[src/rtl/mosby_pkg.sv]
// Shared definitions for the effective-address sequencer: widths, addressing-mode
// codes and FSM state encodings.
package mosby_pkg;

  localparam int AW = 16;
  localparam int DW = 8;
  localparam int MW = 4;

  typedef enum logic [MW-1:0] {
    AM_IMP  = 4'd0,
    AM_IMM  = 4'd1,
    AM_ZP   = 4'd2,
    AM_ZPX  = 4'd3,
    AM_ZPY  = 4'd4,
    AM_ABS  = 4'd5,
    AM_ABSX = 4'd6,
    AM_ABSY = 4'd7,
    AM_IND  = 4'd8,
    AM_INDX = 4'd9,
    AM_INDY = 4'd10,
    AM_REL  = 4'd11
  } am_t;

  typedef enum logic [2:0] {
    ST_IDLE   = 3'd0,
    ST_OP_LO  = 3'd1,
    ST_OP_HI  = 3'd2,
    ST_PTR_LO = 3'd3,
    ST_PTR_HI = 3'd4,
    ST_FIX    = 3'd5
  } st_t;

  // Unused encodings 12..15 behave as implied addressing.
  function automatic am_t decode_mode(input logic [MW-1:0] m);
    if (m > 4'd11) begin
      return AM_IMP;
    end
    return am_t'(m);
  endfunction

endpackage

[src/rtl/ea_adder.sv]
// Base plus 8-bit index (zero-extended) or branch offset (sign-extended), with the
// page-cross flag and the 6502-style dummy-read address {uncorrected_hi, corrected_lo}.
module ea_adder
  import mosby_pkg::*;
(
  input  logic [AW-1:0] i_base,
  input  logic [DW-1:0] i_idx,
  input  logic          i_signed,
  output logic [AW-1:0] o_sum,
  output logic          o_page_cross,
  output logic [AW-1:0] o_fix_addr
);

  logic [AW-1:0] w_ext;

  assign w_ext        = i_signed ? {{8{i_idx[7]}}, i_idx} : {8'h00, i_idx};
  assign o_sum        = i_base + w_ext;
  // For an unsigned index this equals the carry out of the low byte.
  assign o_page_cross = (o_sum[15:8] != i_base[15:8]);
  assign o_fix_addr   = {i_base[15:8], o_sum[7:0]};

endmodule

[src/rtl/addr_gen.sv]
// Effective-address sequencer: walks the 6502 addressing mode over the memory-access
// stage and strobes ea/page_cross to execute. Define AG_PAGE_FIX_EN to add the FIX cycle.
module addr_gen
  import mosby_pkg::*;
#(
  parameter logic [15:0] RESET_EA = 16'h0000
) (
  input  logic          clk_1,
  input  logic          rst,
  input  logic          start,
  input  logic [MW-1:0] mode,
  input  logic [DW-1:0] x,
  input  logic [DW-1:0] y,
  input  logic [AW-1:0] pc,
  input  logic          rdy,
  input  logic [DW-1:0] data_in,
  output logic          en,
  output logic          pc_data,
  output logic [AW-1:0] address,
  output logic          w_rd,
  output logic          pc_inc,
  output logic          busy,
  output logic [AW-1:0] ea,
  output logic          ea_valid,
  output logic          page_cross
);

`ifdef AG_PAGE_FIX_EN
  localparam logic FIX_EN = 1'b1;
`else
  localparam logic FIX_EN = 1'b0;
`endif

  st_t           r_state;
  am_t           r_mode;
  logic [DW-1:0] r_lo;
  logic [AW-1:0] r_ptr;
  logic [AW-1:0] r_fix_ea;
  logic [AW-1:0] r_ea;
  logic          r_ea_valid;
  logic          r_page_cross;

  logic [AW-1:0] w_add_base;
  logic [DW-1:0] w_add_idx;
  logic          w_add_signed;
  logic [AW-1:0] w_sum;
  logic          w_cross;
  logic [AW-1:0] w_fix_addr;
  logic          w_go_fix;

  // Adder operands depend only on the mode; each mode uses the adder in one state.
  always_comb begin
    w_add_base   = {data_in, r_lo};
    w_add_idx    = x;
    w_add_signed = 1'b0;
    case (r_mode)
      AM_ABSY, AM_INDY: w_add_idx = y;
      AM_REL: begin
        w_add_base   = pc + 16'd1;
        w_add_idx    = data_in;
        w_add_signed = 1'b1;
      end
      default: ;
    endcase
  end

  ea_adder u_ea_adder (
    .i_base      (w_add_base),
    .i_idx       (w_add_idx),
    .i_signed    (w_add_signed),
    .o_sum       (w_sum),
    .o_page_cross(w_cross),
    .o_fix_addr  (w_fix_addr)
  );

  assign w_go_fix = FIX_EN & w_cross;

  always_ff @(posedge clk_1 or negedge rst) begin
    if (!rst) begin
      r_state      <= ST_IDLE;
      r_mode       <= AM_IMP;
      r_lo         <= '0;
      r_ptr        <= '0;
      r_fix_ea     <= '0;
      r_ea         <= RESET_EA;
      r_ea_valid   <= 1'b0;
      r_page_cross <= 1'b0;
    end else begin
      r_ea_valid <= 1'b0;
      case (r_state)
        ST_IDLE: begin
          if (start) begin
            r_mode <= decode_mode(mode);
            if (decode_mode(mode) == AM_IMP) begin
              r_ea         <= RESET_EA;
              r_page_cross <= 1'b0;
              r_ea_valid   <= 1'b1;
            end else begin
              r_state <= ST_OP_LO;
            end
          end
        end

        ST_OP_LO: begin
          if (rdy) begin
            case (r_mode)
              AM_IMM: begin
                r_ea         <= pc;
                r_page_cross <= 1'b0;
                r_ea_valid   <= 1'b1;
                r_state      <= ST_IDLE;
              end
              AM_ZP: begin
                r_ea         <= {8'h00, data_in};
                r_page_cross <= 1'b0;
                r_ea_valid   <= 1'b1;
                r_state      <= ST_IDLE;
              end
              AM_ZPX: begin
                r_ea         <= {8'h00, data_in + x};
                r_page_cross <= 1'b0;
                r_ea_valid   <= 1'b1;
                r_state      <= ST_IDLE;
              end
              AM_ZPY: begin
                r_ea         <= {8'h00, data_in + y};
                r_page_cross <= 1'b0;
                r_ea_valid   <= 1'b1;
                r_state      <= ST_IDLE;
              end
              AM_ABS, AM_ABSX, AM_ABSY, AM_IND: begin
                r_lo    <= data_in;
                r_state <= ST_OP_HI;
              end
              AM_INDX: begin
                r_ptr   <= {8'h00, data_in + x};
                r_state <= ST_PTR_LO;
              end
              AM_INDY: begin
                r_ptr   <= {8'h00, data_in};
                r_state <= ST_PTR_LO;
              end
              AM_REL: begin
                if (w_go_fix) begin
                  r_ptr    <= w_fix_addr;
                  r_fix_ea <= w_sum;
                  r_state  <= ST_FIX;
                end else begin
                  r_ea         <= w_sum;
                  r_page_cross <= w_cross;
                  r_ea_valid   <= 1'b1;
                  r_state      <= ST_IDLE;
                end
              end
              default: r_state <= ST_IDLE;
            endcase
          end
        end

        ST_OP_HI: begin
          if (rdy) begin
            case (r_mode)
              AM_ABS: begin
                r_ea         <= {data_in, r_lo};
                r_page_cross <= 1'b0;
                r_ea_valid   <= 1'b1;
                r_state      <= ST_IDLE;
              end
              AM_ABSX, AM_ABSY: begin
                if (w_go_fix) begin
                  r_ptr    <= w_fix_addr;
                  r_fix_ea <= w_sum;
                  r_state  <= ST_FIX;
                end else begin
                  r_ea         <= w_sum;
                  r_page_cross <= w_cross;
                  r_ea_valid   <= 1'b1;
                  r_state      <= ST_IDLE;
                end
              end
              AM_IND: begin
                r_ptr   <= {data_in, r_lo};
                r_state <= ST_PTR_LO;
              end
              default: r_state <= ST_IDLE;
            endcase
          end
        end

        // Pointer high byte is fetched from the same page: the low byte wraps, no carry.
        ST_PTR_LO: begin
          if (rdy) begin
            r_lo       <= data_in;
            r_ptr[7:0] <= r_ptr[7:0] + 8'd1;
            r_state    <= ST_PTR_HI;
          end
        end

        ST_PTR_HI: begin
          if (rdy) begin
            if (r_mode == AM_INDY) begin
              if (w_go_fix) begin
                r_ptr    <= w_fix_addr;
                r_fix_ea <= w_sum;
                r_state  <= ST_FIX;
              end else begin
                r_ea         <= w_sum;
                r_page_cross <= w_cross;
                r_ea_valid   <= 1'b1;
                r_state      <= ST_IDLE;
              end
            end else begin
              r_ea         <= {data_in, r_lo};
              r_page_cross <= 1'b0;
              r_ea_valid   <= 1'b1;
              r_state      <= ST_IDLE;
            end
          end
        end

        ST_FIX: begin
          if (rdy) begin
            r_ea         <= r_fix_ea;
            r_page_cross <= 1'b1;
            r_ea_valid   <= 1'b1;
            r_state      <= ST_IDLE;
          end
        end

        default: r_state <= ST_IDLE;
      endcase
    end
  end

  // Bus controls are decoded from the current state; IMM only bumps the PC.
  always_comb begin
    en      = 1'b0;
    pc_data = 1'b0;
    address = '0;
    pc_inc  = 1'b0;
    case (r_state)
      ST_OP_LO, ST_OP_HI: begin
        en      = (r_mode != AM_IMM);
        pc_data = (r_mode != AM_IMM);
        pc_inc  = rdy;
      end
      ST_PTR_LO, ST_PTR_HI, ST_FIX: begin
        en      = 1'b1;
        address = r_ptr;
      end
      default: ;
    endcase
  end

  assign w_rd       = 1'b0;
  assign busy       = (r_state != ST_IDLE);
  assign ea         = r_ea;
  assign ea_valid   = r_ea_valid;
  assign page_cross = r_page_cross;

endmodule
[config.mk]
export PLATFORM = sky130hd
export DESIGN_NAME = addr_gen
export DESIGN_NICKNAME = d
export VERILOG_FILES = /design/src/rtl/mosby_pkg.sv /design/src/rtl/ea_adder.sv /design/src/rtl/addr_gen.sv
export SDC_FILE = /design/constraint.sdc
export NUM_CORES = 1
export LEC_CHECK = 0
export CORE_MARGIN = 10
export CORE_UTILIZATION = 40
export CTS_CLUSTER_DIAMETER = 30
export DETAILED_ROUTE_END_ITERATION = 10
export PLACE_DENSITY = 0.65
export SETUP_SLACK_MARGIN = 0.3
export SLEW_MARGIN = 10
export SYNTH_ARGS = -nofsm -noshare
export SYNTH_HDL_FRONTEND = slang
export SYNTH_SLANG_ARGS = --single-unit
[constraint.sdc]
create_clock -name clk_1 -period 4.7 [get_ports clk_1]
set_input_delay 0.94 -clock clk_1 [delete_from_list [all_inputs] [get_ports clk_1]]
set_output_delay 0.94 -clock clk_1 [all_outputs]
set_load 0.05 [all_outputs]
==> impl_metrics.toml, run 1 <==
[pwr]
p_leak_nw = 2.84
p_sw_mw = 2.07
power_frac_comb_pct = 70.9
irDropWorstVdd_v = 0.000226
p_int_mw = 1.91
seqPwrFrac_pct = 19.6
clockPowerShare_pct = 9.5
switching_share_pct = 52.0
power.density_mw_per_mm2 = 596

[min_path]
min_path_cells = 2
hp-class = "reg -> reg"
worstHoldStart = "ea[12]"
hold_end = "ea[12]"

[timing]
setup_violations = 0
finalCriticalPeriod_ps = 4270
finClkSkew_ps = 3.26
hold_violations = 0
setup_tns_ps = 0
drv_slew = 0
rsz0062_at_grt = "yes"
max_freq_mhz = 234
maxSlewHeadroom_pct = 21.8
hold_ws_ps = 501
tightest_slew_ps = 1170
post-route-period-util_pct = 91.0

[detailed_routing]
dr_total_vias = 5417
drtIter0Drc = 535
wl_microns = 19100
drc_errors = 0
avgRoutedWirePerCell_microns = 20.3
ant_nets = 0
viasPerCell = 5.76
firstDrtPassIters = 5

[logic_synthesis]
syn-cell-area_sq_mm = 0.00513
synthCells = 662
syn_nets = 745
avgSynthCellArea_sq_um = 7.75
synth_top_area_share_pct = 23.9
yosysWarnings = 0
yosys-top-cells-area = "dfrtp_1 (24%), ha_1 (7.8%), nand2_1 (7.5%)"
ys_seq_area_share_pct = 23.9
ys_async_sr_fraction_pct = 100
synthFlopType = "dfrtp_1"
yosys_register_bits = 49
yosysTopAreaCell = "dfrtp_1"
synth_edf_count = 0
synth_cell_type_count = 67

[final_layout]
nFillCells = 1230
diodes = 0
final_common_cell = "nand2_1"
layout.cells.non_filler = 940
drive_gt1_share_pct = 13.8
synthToLayoutAreaGrowth_pct = 30.4
final_nets = 850
layout_common_cells = "nand2_1 (102), clkdlybuf4s50_1 (80), o21ai_0 (55), buf_4 (49), dfrtp_1 (48)"

[setup_path]
critPathMaxFanout = 5
rr_endpoint = "page_cross"
endpoint_kind = "flop"
critPathKind = "in -> reg"
cp_data_required_time_ps = 4860
start_kind = "primary input"
r2r-start = "r_mode[2]"
arrival_ps = 4440
regToRegSetupSlack_ps = 510
r2r_cells = 17

[global_routing]
grt_usage_pct = 20.8
antenna_found_initial = 0
grt_max_degree = 50
grt_pass1_vias = 5245
grt_overflow_total = 0
grt_pass1_wl_microns = 30100

[floorplanning]
die-width_microns = 133
ios = 87
die_area_sq_mm = 0.0177
core_sq_mm = 0.0126
start_util_pct = 40.8
fp.dieH_microns = 133
rows = 41

[outcome]
status = "complete, no violations"

[cts]
cts_tree = "done"
clk_latency_ps = 290
cts.sinks = 49
max-clock-path-buffers = 2
cts.clk_slew.worst_paths_ps = 70
cts_buffers = 5
cts_root_buf = "clkbuf_16"
htreeDepth = 2
cts_hold_buf = 0

[run]
cap_violations = 0

[placement]
gp_congestion = 0.980
hpwl_microns = 15200
dpl.cell_count = 926
io_buffers = 85
power by group through the flow:
| stage | registers (mW) | logic, mW | clock network, mW |
|---|---|---|---|
| floorplan | 0.882 | 1.70 | 0 |
| global route | 0.806 | 3.05 | 0.395 |
| global placement | 0.772 | 2.65 | 0 |
| finish | 0.781 | 2.83 | 0.377 |
| CTS | 0.775 | 2.70 | 0.380 |
| detailed placement | 0.779 | 2.67 | 0 |
cell usage after synthesis (16+ instances only):
cell	instances
dfrtp_1	49
o21ai_0	60
ha_1	32
xnor2_1	31
xor2_1	20
mux2_2	17
nor2_1	46
inv_1	16
and2_1	21
a21oi_1	49
clkbuf_1	24
nand2_1	102
state kept, by name, summed over array words and instances, names as in the netlist:
register,count
ea_valid,1
r_mode,4
r_state,3
page_cross,1
r_ptr,16
r_lo,8
ea,16
worst max-delay path, cell delays in order:
cell and delay, ps:
clkdlybuf4s50_1 480, and4_4 230, buf_4 130, and2_4 170, nand2_1 70, xor2_1 160
o21ai_1 100, ha_2 350, nor2_1 60, a21oi_2 130, o41ai_2 100, o31a_1 380
o21ai_4 200, mux2i_1 100, or3_4 380, nor4_4 310, a41oi_1 150
stage by stage:
step / power [mW] / utilization (%) / instance area (sq um) / worst slack, ps
2_1_floorplan: 2.58 / - / 5140 / 327
3_3_place_gp: 3.42 / 50.6 / 6360 / 3.46
3_5_place_dp: 3.45 / 50.6 / 6360 / -175
4_1_cts: 3.85 / 52.1 / 6550 / 300
5_1_grt: 4.25 / 53.2 / 6690 / 235
6_report: 3.99 / 53.2 / 6690 / 425
layout make-up:
class | count | area [sq um] | share of cell area, %
Clock buffer | 5 | 125 | 1.87
Clock inverter | 3 | 26.3 | 0.393
Inverter | 17 | 63.8 | 0.955
Multi-Input combinational cell | 561 | 3810 | 57.0
Sequential cell | 49 | 1230 | 18.4
Tap cell | 172 | 215 | 3.22
Timing Repair Buffer | 133 | 1220 | 18.2
logic make-up after synthesis:
| logic type | Yosys count | share of synthesized area, % |
|---|---|---|
| other cells | 1 | 0.0731 |
| compound gates | 220 | 27.9 |
| xor+xnor | 51 | 8.71 |
| simple gates | 233 | 21.8 |
| flops | 49 | 23.9 |
| fa+ha+maj | 35 | 8.98 |
| buf+inv | 52 | 4.10 |
| mux | 21 | 4.51 |
worst max-delay path by stage:
| stage | from | to |
|---|---|---|
| finish | pc[3] | page_cross |
| global route | pc[3] | ea[15] |
| CTS | pc[0] | page_cross |
| detailed placement | pc[0] | ea[15] |
| global placement | pc[0] | ea[15] |
| floorplan | r_mode[2] | page_cross |
metal layers:
layer	vias to the layer above	GRT usage [%]	part of all wire (%)
li1	2605	-	-
met1	2556	28.8	45
met2	239	33.6	45
met3	17	2.67	7.7
met4	0	4.66	1.7
met5	-	0	0
what timing repair did:
| action | CTS | global route |
|---|---|---|
| setup buffers | 0 | 6 |
| setup endpoints to repair | 2 | 6 |
| pin swaps | 2 | 16 |
| resized for setup | 7 | 28 |
| gates cloned | 0 | 0 |
Note: power is estimated with default switching activity, not from simulation.
==> run 2: changes to the inputs <==
- CORE_MARGIN: 10 -> default
==> run 2 against run 1 <==
Register-to-register slack improved by 20 ps. Critical path depth rose by 1. Wire length fell by 3.1%. Count of clock-buffer cells in the layout did not move. Clock power fell by 1%. Design area rose by 2.7%. Die area fell by 25%. Combinational power rose by 5%. Utilization rose by 2.8 points. Flip-flop and latch count did not move. Critical endpoint is now ea[15]. Largest power group unchanged. Highest routed layer unchanged.
==> impl_metrics.toml, run 2 (synthesized netlist as in run 1, its figures left out) <==
[setup_path]
critPathKind = "in -> reg"
crit_path_max_incr_delay_ps = 470
arrival_ps = 4440
crit_slowest_cell = "clkdlybuf4s50_1"
cp_data_required_time_ps = 4880
start_kind = "primary input"
endpoint_kind = "flop"
critPathMaxFanout = 4
path_cells = "clkdlybuf4s50_1, and4_4, nand2_2, xor2_1, o21ai_1, ha_1, buf_4, buf_4, a21oi_1, nand2_1, a31o_1, a21oi_2, o21ai_2, a221o_1, a31oi_4, xnor2_2, mux2i_1, a221o_1"
worst-path-buf-inv = 3
critical_path.top_delay_family = "compound AO/OA/AOI/OAI gates"
regToRegSetupSlack_ps = 530

[final_layout]
diodes = 0
layout_common_cells = "nand2_1 (100), clkdlybuf4s50_1 (76), o21ai_0 (56), buf_4 (56), dfrtp_1 (47)"
final_common_cell = "nand2_1"
synthToLayoutAreaGrowth_pct = 33.9
layout.cells.non_filler = 946
final_nets = 860
nFillCells = 1190
drive_gt1_share_pct = 15.7

[min_path]
hp-class = "reg -> reg"

[detailed_routing]
wl_microns = 18500
firstDrtPassIters = 5
drtIter0Drc = 600
viasPerCell = 5.82
avgRoutedWirePerCell_microns = 19.5
drc_errors = 0
dr_total_vias = 5508
ant_nets = 0

[run]
cap_violations = 0

[floorplanning]
die_area_sq_mm = 0.0133
start_util_pct = 41.8
ios = 87
fp.dieH_microns = 115
rows = 40
core_sq_mm = 0.0123
die-width_microns = 115

[timing]
drv_slew = 0
rsz0062_at_grt = "no"
setup_violations = 0
post-route-period-util_pct = 90.7
maxSlewHeadroom_pct = 14.8
hold_violations = 0
finalCriticalPeriod_ps = 4260
max_freq_mhz = 235
tightest_slew_ps = 1270
finClkSkew_ps = 2.58
finalWorstSetupSlack_ps = 438

[cts]
cts_hold_buf = 0
cts_root_buf = "clkbuf_16"
max-clock-path-buffers = 2
cts.clk_slew.worst_paths_ps = 70
cts.sinks = 49
cts_buffers = 5
clk_latency_ps = 290
htreeDepth = 2
cts_tree = "done"

[global_routing]
grt_max_degree = 50
antenna_found_initial = 0
grt_usage_pct = 28.2
grt_overflow_total = 0
grt_pass1_vias = 5217
grt_pass1_wl_microns = 28400

[outcome]
status = "complete, no violations"

[pwr]
p_leak_nw = 2.97
power.density_mw_per_mm2 = 600
irDropWorstVdd_v = 0.000260

[placement]
gp_congestion = 0.939
dpl.cell_count = 927
io_buffers = 85
post-place-ws_ps = -165
hpwl_microns = 14200
[run 2: changes by cell type in the layout (fill, tap and decap cells not counted), sizes merged]
cell	previous run	this run
buf	49	58
clkbuf	5	6
clkdlybuf4s50	80	76
inv	17	18
dlymetal6s2s	4	8
clkinvlp	2	1
[run 2: final cells by class]
type / count / area [sq um] / area share (%)
repair buffers: 143 / 1350 / 19.6
clock buffers: 5 / 125 / 1.82
inverters: 17 / 63.8 / 0.929
flip-flops and latches: 49 / 1230 / 17.9
well taps: 168 / 210 / 3.06
clock inverters: 3 / 25.0 / 0.364
multi-input cells: 561 / 3870 / 56.3
[run 2: report_power, final]
part / switching (mW) / internal (mW) / total (mW)
combinational: 1.76 / 1.20 / 2.96
clock: 0.172 / 0.201 / 0.373
sequential: 0.190 / 0.594 / 0.784
[run 2: tightest hold or removal path, stage by stage, from the launching register on]
cell	delay, ps
dfrtp_1	350
nand2_1	50
o21ai_0	60
[run 2: worst paths after layout]
path | from | to | cells after the start
worst max-delay path | pc[4] | ea[15] | 18
worst min-delay path | ea[4] | ea[4] | 2
worst max register to register | r_mode[0] | page_cross | 18
worst min register to register | ea[4] | ea[4] | 2
max in group asynchronous | rst | r_mode[2] | 1
min in group asynchronous | rst | r_state[0] | 1
[run 2: metal layers]
layer / GRT usage, % / wire length, microns
met1: 40.3 / 8380
met2: 42.7 / 8020
met3: 4.22 / 1490
met4: 11.1 / 601
met5: 0 / 0
[run 2: repair_timing]
item	CTS	global route
setup endpoints to repair	3	8
buffers inserted	0	10
pin swaps	0	18
resized for setup	6	44
cloned	0	1
[run 2: per-stage QoR]
| stage | util, % | area (sq um) | power (mW) | hold slack [ps] | setup TNS (ps) |
|---|---|---|---|---|---|
| after floorplan | - | 5140 | 2.58 | 465 | 0 |
| after global placement | 52.2 | 6400 | 3.47 | 475 | -46.1 |
| after detailed placement | 52.2 | 6400 | 3.49 | 484 | -336 |
| after CTS | 53.6 | 6570 | 3.88 | 502 | 0 |
| after global routing | 56.0 | 6870 | 4.39 | 521 | 0 |
| final | 56.0 | 6870 | 4.12 | 492 | 0 |
